<file path="config.mk">
export PLATFORM = sky130hd
export DESIGN_NAME = meas_cmd_sched
export DESIGN_NICKNAME = d
export VERILOG_FILES = /design/src/rtl/meas_pkg.sv /design/src/rtl/cmd_fifo.sv /design/src/rtl/meas_cmd_sched.sv
export SDC_FILE = /design/constraint.sdc
export NUM_CORES = 1
export LEC_CHECK = 0
export CAP_MARGIN = 20
export CORE_UTILIZATION = 40
export CTS_CLUSTER_SIZE = 24
export DETAILED_ROUTE_END_ITERATION = 6
export GPL_TIMING_DRIVEN = 1
export PLACE_DENSITY = 0.66
export SLEW_MARGIN = 20
export SYNTH_ARGS = -nofsm -noshare
export SYNTH_HDL_FRONTEND = slang
export SYNTH_SLANG_ARGS = --single-unit
</file>
<file path="constraint.sdc">
create_clock -name clk -period 4.6 [get_ports clk]
set_input_delay 0.92 -clock clk [delete_from_list [all_inputs] [get_ports clk]]
set_output_delay 0.92 -clock clk [all_outputs]
set_load 0.02 [all_outputs]
</file>
<file path="src/rtl/meas_pkg.sv">
// meas_pkg: shared command layout and scheduler state encoding for the measurement command path.
package meas_pkg;
    localparam int CMD_W  = 112;
    localparam int REP_HI = 111;
    localparam int REP_LO = 109;
    localparam int DA2_HI = 108;
    localparam int DA2_LO = 96;
    localparam int SW_HI  = 88;
    localparam int SW_LO  = 80;
    localparam int ADC_HI = 79;
    localparam int ADC_LO = 48;
    localparam int DA1_HI = 44;
    localparam int DA1_LO = 32;
    localparam int WID_HI = 31;
    localparam int WID_LO = 0;
    typedef enum logic [2:0] {IDLE, LOAD, START, WAIT, GAP} state_t;
endpackage

</file>
<file path="src/rtl/cmd_fifo.sv">
// cmd_fifo: synchronous first-word-fall-through command queue with full/empty flags and occupancy count.
module cmd_fifo
    import meas_pkg::*;
#(
    parameter int DEPTH = 4
) (
    input  logic             clk,
    input  logic             rst,
    input  logic             wr_en,
    input  logic [CMD_W-1:0] wr_data,
    input  logic             rd_en,
    output logic [CMD_W-1:0] head,
    output logic             full,
    output logic             empty,
    output logic [$clog2(DEPTH):0] count
);
    localparam int AW = $clog2(DEPTH);
    logic [CMD_W-1:0] mem [DEPTH];
    logic [AW-1:0] wr_ptr, rd_ptr;
    always_comb begin
        head  = mem[rd_ptr];
        full  = count == (AW+1)'(DEPTH);
        empty = count == '0;
    end
    always_ff @(posedge clk) begin
        if (rst) begin
            wr_ptr <= '0;
            rd_ptr <= '0;
            count  <= '0;
        end else begin
            if (wr_en) begin
                mem[wr_ptr] <= wr_data;
                wr_ptr      <= wr_ptr + 1'b1;
            end
            if (rd_en) rd_ptr <= rd_ptr + 1'b1;
            count <= count + (AW+1)'(wr_en) - (AW+1)'(rd_en);
        end
    end
endmodule

</file>
<file path="src/rtl/meas_cmd_sched.sv">
// meas_cmd_sched: queues measurement commands and issues them to the pulse/ADC engine with
// repeats, settle gap, done-wait timeout and sticky status.
module meas_cmd_sched
    import meas_pkg::*;
#(
    parameter int DEPTH       = 4,
    parameter int GAP_CYC     = 1000,
    parameter int TIMEOUT_CYC = 2**28
) (
    input  logic             clk,
    input  logic             rst,
    input  logic [CMD_W-1:0] cmd_data,
    input  logic             cmd_valid,
    output logic             cmd_ready,
    output logic [CMD_W-1:0] eng_cmd,
    output logic             eng_start,
    input  logic             eng_done,
    output logic             eng_abort,
    output logic             busy,
    output logic             err_ovf,
    output logic             err_tmo,
    input  logic             err_clr,
    output logic [15:0]      run_cnt
);
    localparam int TW = $clog2(TIMEOUT_CYC);
    localparam int GW = $clog2(GAP_CYC + 1);
    localparam logic [TW-1:0] T_LAST = TW'(TIMEOUT_CYC - 1);
    localparam logic [GW-1:0] G_LAST = GW'(GAP_CYC - 1);
    state_t state, nstate;
    logic [CMD_W-1:0] head;
    logic full, empty, push, pop, done_w, tmo, gap_end;
    logic [$clog2(DEPTH):0] q_cnt;
    logic [TW-1:0] timer;
    logic [GW-1:0] gap_cnt;
    logic [2:0] rep_left;
    cmd_fifo #(.DEPTH(DEPTH)) u_fifo (
        .clk(clk), .rst(rst), .wr_en(push), .wr_data(cmd_data), .rd_en(pop),
        .head(head), .full(full), .empty(empty), .count(q_cnt)
    );
    always_ff @(posedge clk) begin
        if (rst) state <= IDLE;
        else     state <= nstate;
    end
    always_comb begin
        pop       = state == LOAD;
        push      = cmd_valid && (!full || pop);
        done_w    = state == WAIT && eng_done;
        tmo       = state == WAIT && !eng_done && timer == T_LAST;
        gap_end   = state == GAP && gap_cnt == G_LAST;
        eng_start = state == START;
        eng_abort = tmo;
        cmd_ready = !full;
        busy      = state != IDLE || q_cnt != '0;
        nstate    = state;
        unique case (state)
            IDLE:    nstate = empty ? IDLE : LOAD;
            LOAD:    nstate = START;
            START:   nstate = WAIT;
            WAIT:    nstate = (done_w || tmo) ? GAP : WAIT;
            GAP:     nstate = !gap_end ? GAP : rep_left != '0 ? START : !empty ? LOAD : IDLE;
            default: nstate = IDLE;
        endcase
    end
    // Timers self-clear outside their state, so START clears the timeout timer implicitly.
    always_ff @(posedge clk) begin
        if (rst) begin
            eng_cmd  <= '0;
            rep_left <= '0;
            timer    <= '0;
            gap_cnt  <= '0;
            run_cnt  <= '0;
            err_ovf  <= 1'b0;
            err_tmo  <= 1'b0;
        end else begin
            if (pop) begin
                eng_cmd  <= head;
                rep_left <= head[REP_HI:REP_LO];
            end else if (tmo) begin
                rep_left <= '0;
            end else if (gap_end && rep_left != '0) begin
                rep_left <= rep_left - 1'b1;
            end
            timer   <= state == WAIT ? timer + 1'b1 : '0;
            gap_cnt <= state == GAP ? gap_cnt + 1'b1 : '0;
            if (done_w) run_cnt <= run_cnt + 1'b1;
            err_ovf <= (cmd_valid && !push) || (err_ovf && !err_clr);
            err_tmo <= tmo || (err_tmo && !err_clr);
        end
    end
endmodule
</file>
==> run_results.csv <==
group,metric,value,unit
outcome,status,"complete, no violations",
worst_hold_path,min_path_type,"reg -> reg",
logic_synthesis,post_synth.cell_area_avg,16.0,sq um
sta,setup_ws,0.562,ns
global_routing,grt_pass1_vias,13582,
sta,timing.hold.ws,0.451,ns
sta,setup_tns,0,ns
route,vias_per_cell,5.17,
run,cap_violations,0,
clock_tree,cts_resized,0,
clock_tree,clk_pin_slew,0.06,ns
route,wirelength,51.0,mm
logic_synthesis,syn_inst,1454,
floorplanning,dieArea,59100,sq um
clock_tree,clk_latency,0.60,ns
clock_tree,cts_hold_buf,0,
logic_synthesis,ys_warn_count,0,
layout,area_growth,24.4,%
route,route.detailed.drc,0,
floorplanning,initial_core_util,0.408,
placement,pre_cts_slack,0.551,ns
power_and_ir_drop,clockPowerShare,0.347,
power_and_ir_drop,p_leak,9.12,nW
clock_tree,clockBufferDepth,3,
logic_synthesis,ys_types,51,
sta,finalCritPeriodShare,0.878,
power_and_ir_drop,vdd_drop_max,0.000329,V
power_and_ir_drop,p_seq_frac,0.454,
setup_path,critPathKind,"in -> out",
layout,finalNetCount,1850,
clock_tree,clock-sinks,631,
clock_tree,cts-root-buf,"clkbuf_16",
logic_synthesis,synth.most_common_cell,"edfxtp_1",
route,drt_first_pass_iters,5,
clock_tree,numCtsBuffers,68,
floorplanning,die_y,243,microns
floorplanning,num_io_pins,251,
layout,fin_util,0.508,
placement,dp_cells,2407,
placement,dp_hpwl,29.7,mm
power_and_ir_drop,switchingPower,4.16,mW
sta,final_max_slew_viol_count,0,
sta,setup_viol,0,
route,routedWlPerCell,20.1,microns
logic_synthesis,syn_area,23200,sq um
setup_path,crit_path_start_kind,"input port",
sta,fmax,248,MHz
logic_synthesis,netlist_top_cells_area,"edfxtp_1 (58%), dfxtp_1 (16%), mux4_2 (11%)",
placement,port_buffers,250,
sta,hold_viol,0,
placement,place_congestion,0.728,
setup_path,worstSetupStartpoint,"eng_done",
sta,slew_headroom,0.276,
logic_synthesis,synth.top_cells.by_count,"edfxtp_1 (448), nand2_1 (249), dfxtp_1 (183)",
layout,layout-drive-gt1-share,0.142,
global_routing,grt_antenna_before_repair,8,
worst_hold_path,min_from,"gap_cnt[0]$_SDFF_PP0_",
clock_tree,cts_setup_buffers,0,
floorplanning,fp-row-count,87,
layout,nFillCells,4645,
setup_path,cp-end-kind,"output pin",
floorplanning,die_width,243,microns
logic_synthesis,async_flop_share,0,
logic_synthesis,yosys.area.top_type,"edfxtp_1",
logic_synthesis,synth-seq-cells,631,
layout,stdcell_count,2535,
setup_path,r2r_start,"state[0]$_SDFF_PP0_",
route,ant_nets,0,
setup_path,crit_arrival,3.12,ns
logic_synthesis,synth_fp_nets,1583,
power_and_ir_drop,p_comb_frac,0.200,
setup_path,critical_path.max_fanout,5,
clock_tree,cts_tree,"built",
logic_synthesis,synth_enable_flop_cells,448,
power_and_ir_drop,internal-power,11.1,mW
global_routing,overflow,0,
logic_synthesis,synth-seq-area-share,0.736,
clock_tree,cts.htree.levels,3,
sta,fin_worst_skew,0.0326,ns
route,route.vias.total,13102,
global_routing,grt_max_degree,80,
global_routing,track_usage,0.174,
logic_synthesis,synth_top_area_frac,0.579,
global_routing,grt_pass1_wl,78.7,mm
power_and_ir_drop,p_per_area,529,nW/um^2
sta,fin_crit,4.04,ns
sta,rsz0062_at_grt,"false",
route,drtIter0Drc,852,
power_and_ir_drop,switching_share,0.272,
setup_path,worstPathRequired,3.68,ns
sta,worst_pin_slew,1.09,ns
floorplanning,core,56900,sq um
logic_synthesis,synth_flop_cell,"edfxtp_1",
## per-layer routing
metal / part of all wire / vias to the layer above / routed length, microns / GRT usage
met5: 0.0016 / - / 80 / 0
met4: 0.020 / 10 / 1010 / 0.0462
met3: 0.065 / 86 / 3340 / 0.0532
met2: 0.49 / 307 / 25200 / 0.287
met1: 0.42 / 6649 / 21400 / 0.222
li1: - / 6050 / - / -
## kinds of logic after synthesis
group / Yosys count / share of synthesized area
AO/OA/AOI/OAI: 175 / 0.0411
adder cells (fa/ha/maj): 12 / 0.00678
XOR/XNOR: 32 / 0.0121
multiplexers: 113 / 0.109
buffers and inverters: 95 / 0.0166
AND/OR/NAND/NOR: 396 / 0.0783
flip-flops: 631 / 0.736
## power groups by stage
stage	sequential, mW	clock [mW]	combinational, mW
after global placement	7.04	0	3.07
after floorplan	7.21	0	1.72
after global routing	7.00	5.65	3.32
after detailed placement	7.06	0	3.12
after CTS	6.95	5.43	3.13
final	6.94	5.30	3.06
## worst max-delay path, stage by stage
cell and delay, ns:
clkdlybuf4s50_1 0.47, or4b_1 0.57, or4_4 0.47, inv_1 0.08, clkdlybuf4s50_1 0.60
## sequential cells by signal, summed over array words and instances (netlist names), named ones only
name and count:
err_tmo 1, gap_cnt 10, err_ovf 1, u_fifo.mem 448, state 3, eng_cmd 112, u_fifo.count 3, timer 28
rep_left 3, u_fifo.rd_ptr 2, u_fifo.wr_ptr 2, run_cnt 16
## path summary, 6_finish.rpt
| check | end | slack, ns | depth (start not counted) |
|---|---|---|---|
| worst max-delay path | eng_abort | 0.56 | 5 |
| worst min-delay path | gap_cnt[0]$_SDFF_PP0_ | 0.45 | 1 |
| worst max register to register | u_fifo.mem[3][42]$_DFFE_PP_ | 1.33 | 6 |
| worst min register to register | gap_cnt[0]$_SDFF_PP0_ | 0.45 | 1 |
## per-stage QoR
step                      cell area [sq um]  power [mW]
after floorplan                       23200        8.93
after global placement                26700        10.1
after detailed placement              26700        10.2
after CTS                             28900        15.5
after global routing                  28900        16.0
final                                 28900        15.3
## layout make-up
cell class | instances | area, sq um | share of cell area
Clock inverter | 29 | 293 | 0.0101
Antenna cell | 3 | 7.51 | 0.000260
Timing Repair Buffer | 275 | 2810 | 0.0973
Sequential cell | 631 | 17100 | 0.592
Tap cell | 756 | 946 | 0.0327
Clock buffer | 96 | 1900 | 0.0657
Multi-Input combinational cell | 728 | 5760 | 0.199
Inverter | 17 | 66.3 | 0.00229
## cells in the final DEF (no fill, tap or decap), types with 4 or more instances in the layout
| cell type | Yosys | layout |
|---|---|---|
| xor2_1 | 18 | 18 |
| o21ai_0 | 11 | 11 |
| nor2_1 | 41 | 41 |
| and4_1 | 4 | 4 |
| or4_1 | 18 | 18 |
| nand2_1 | 249 | 248 |
| a21oi_1 | 138 | 138 |
| and3_1 | 5 | 5 |
| clkinv_1 | 0 | 7 |
| nand4_1 | 15 | 15 |
| clkinv_2 | 0 | 11 |
| clkbuf_1 | 50 | 22 |
| ha_1 | 11 | 11 |
| clkdlybuf4s50_1 | 0 | 249 |
| or3_1 | 10 | 10 |
| xnor2_1 | 14 | 14 |
| buf_12 | 0 | 10 |
| and2_4 | 0 | 4 |
| clkbuf_16 | 0 | 71 |
| dfxtp_1 | 183 | 181 |
| mux4_2 | 112 | 112 |
| o31ai_1 | 13 | 13 |
| buf_4 | 0 | 16 |
| inv_1 | 17 | 16 |
| edfxtp_1 | 448 | 448 |
| nand3_1 | 17 | 17 |
| nor3_1 | 4 | 4 |
(Power assumes the default switching activity.)
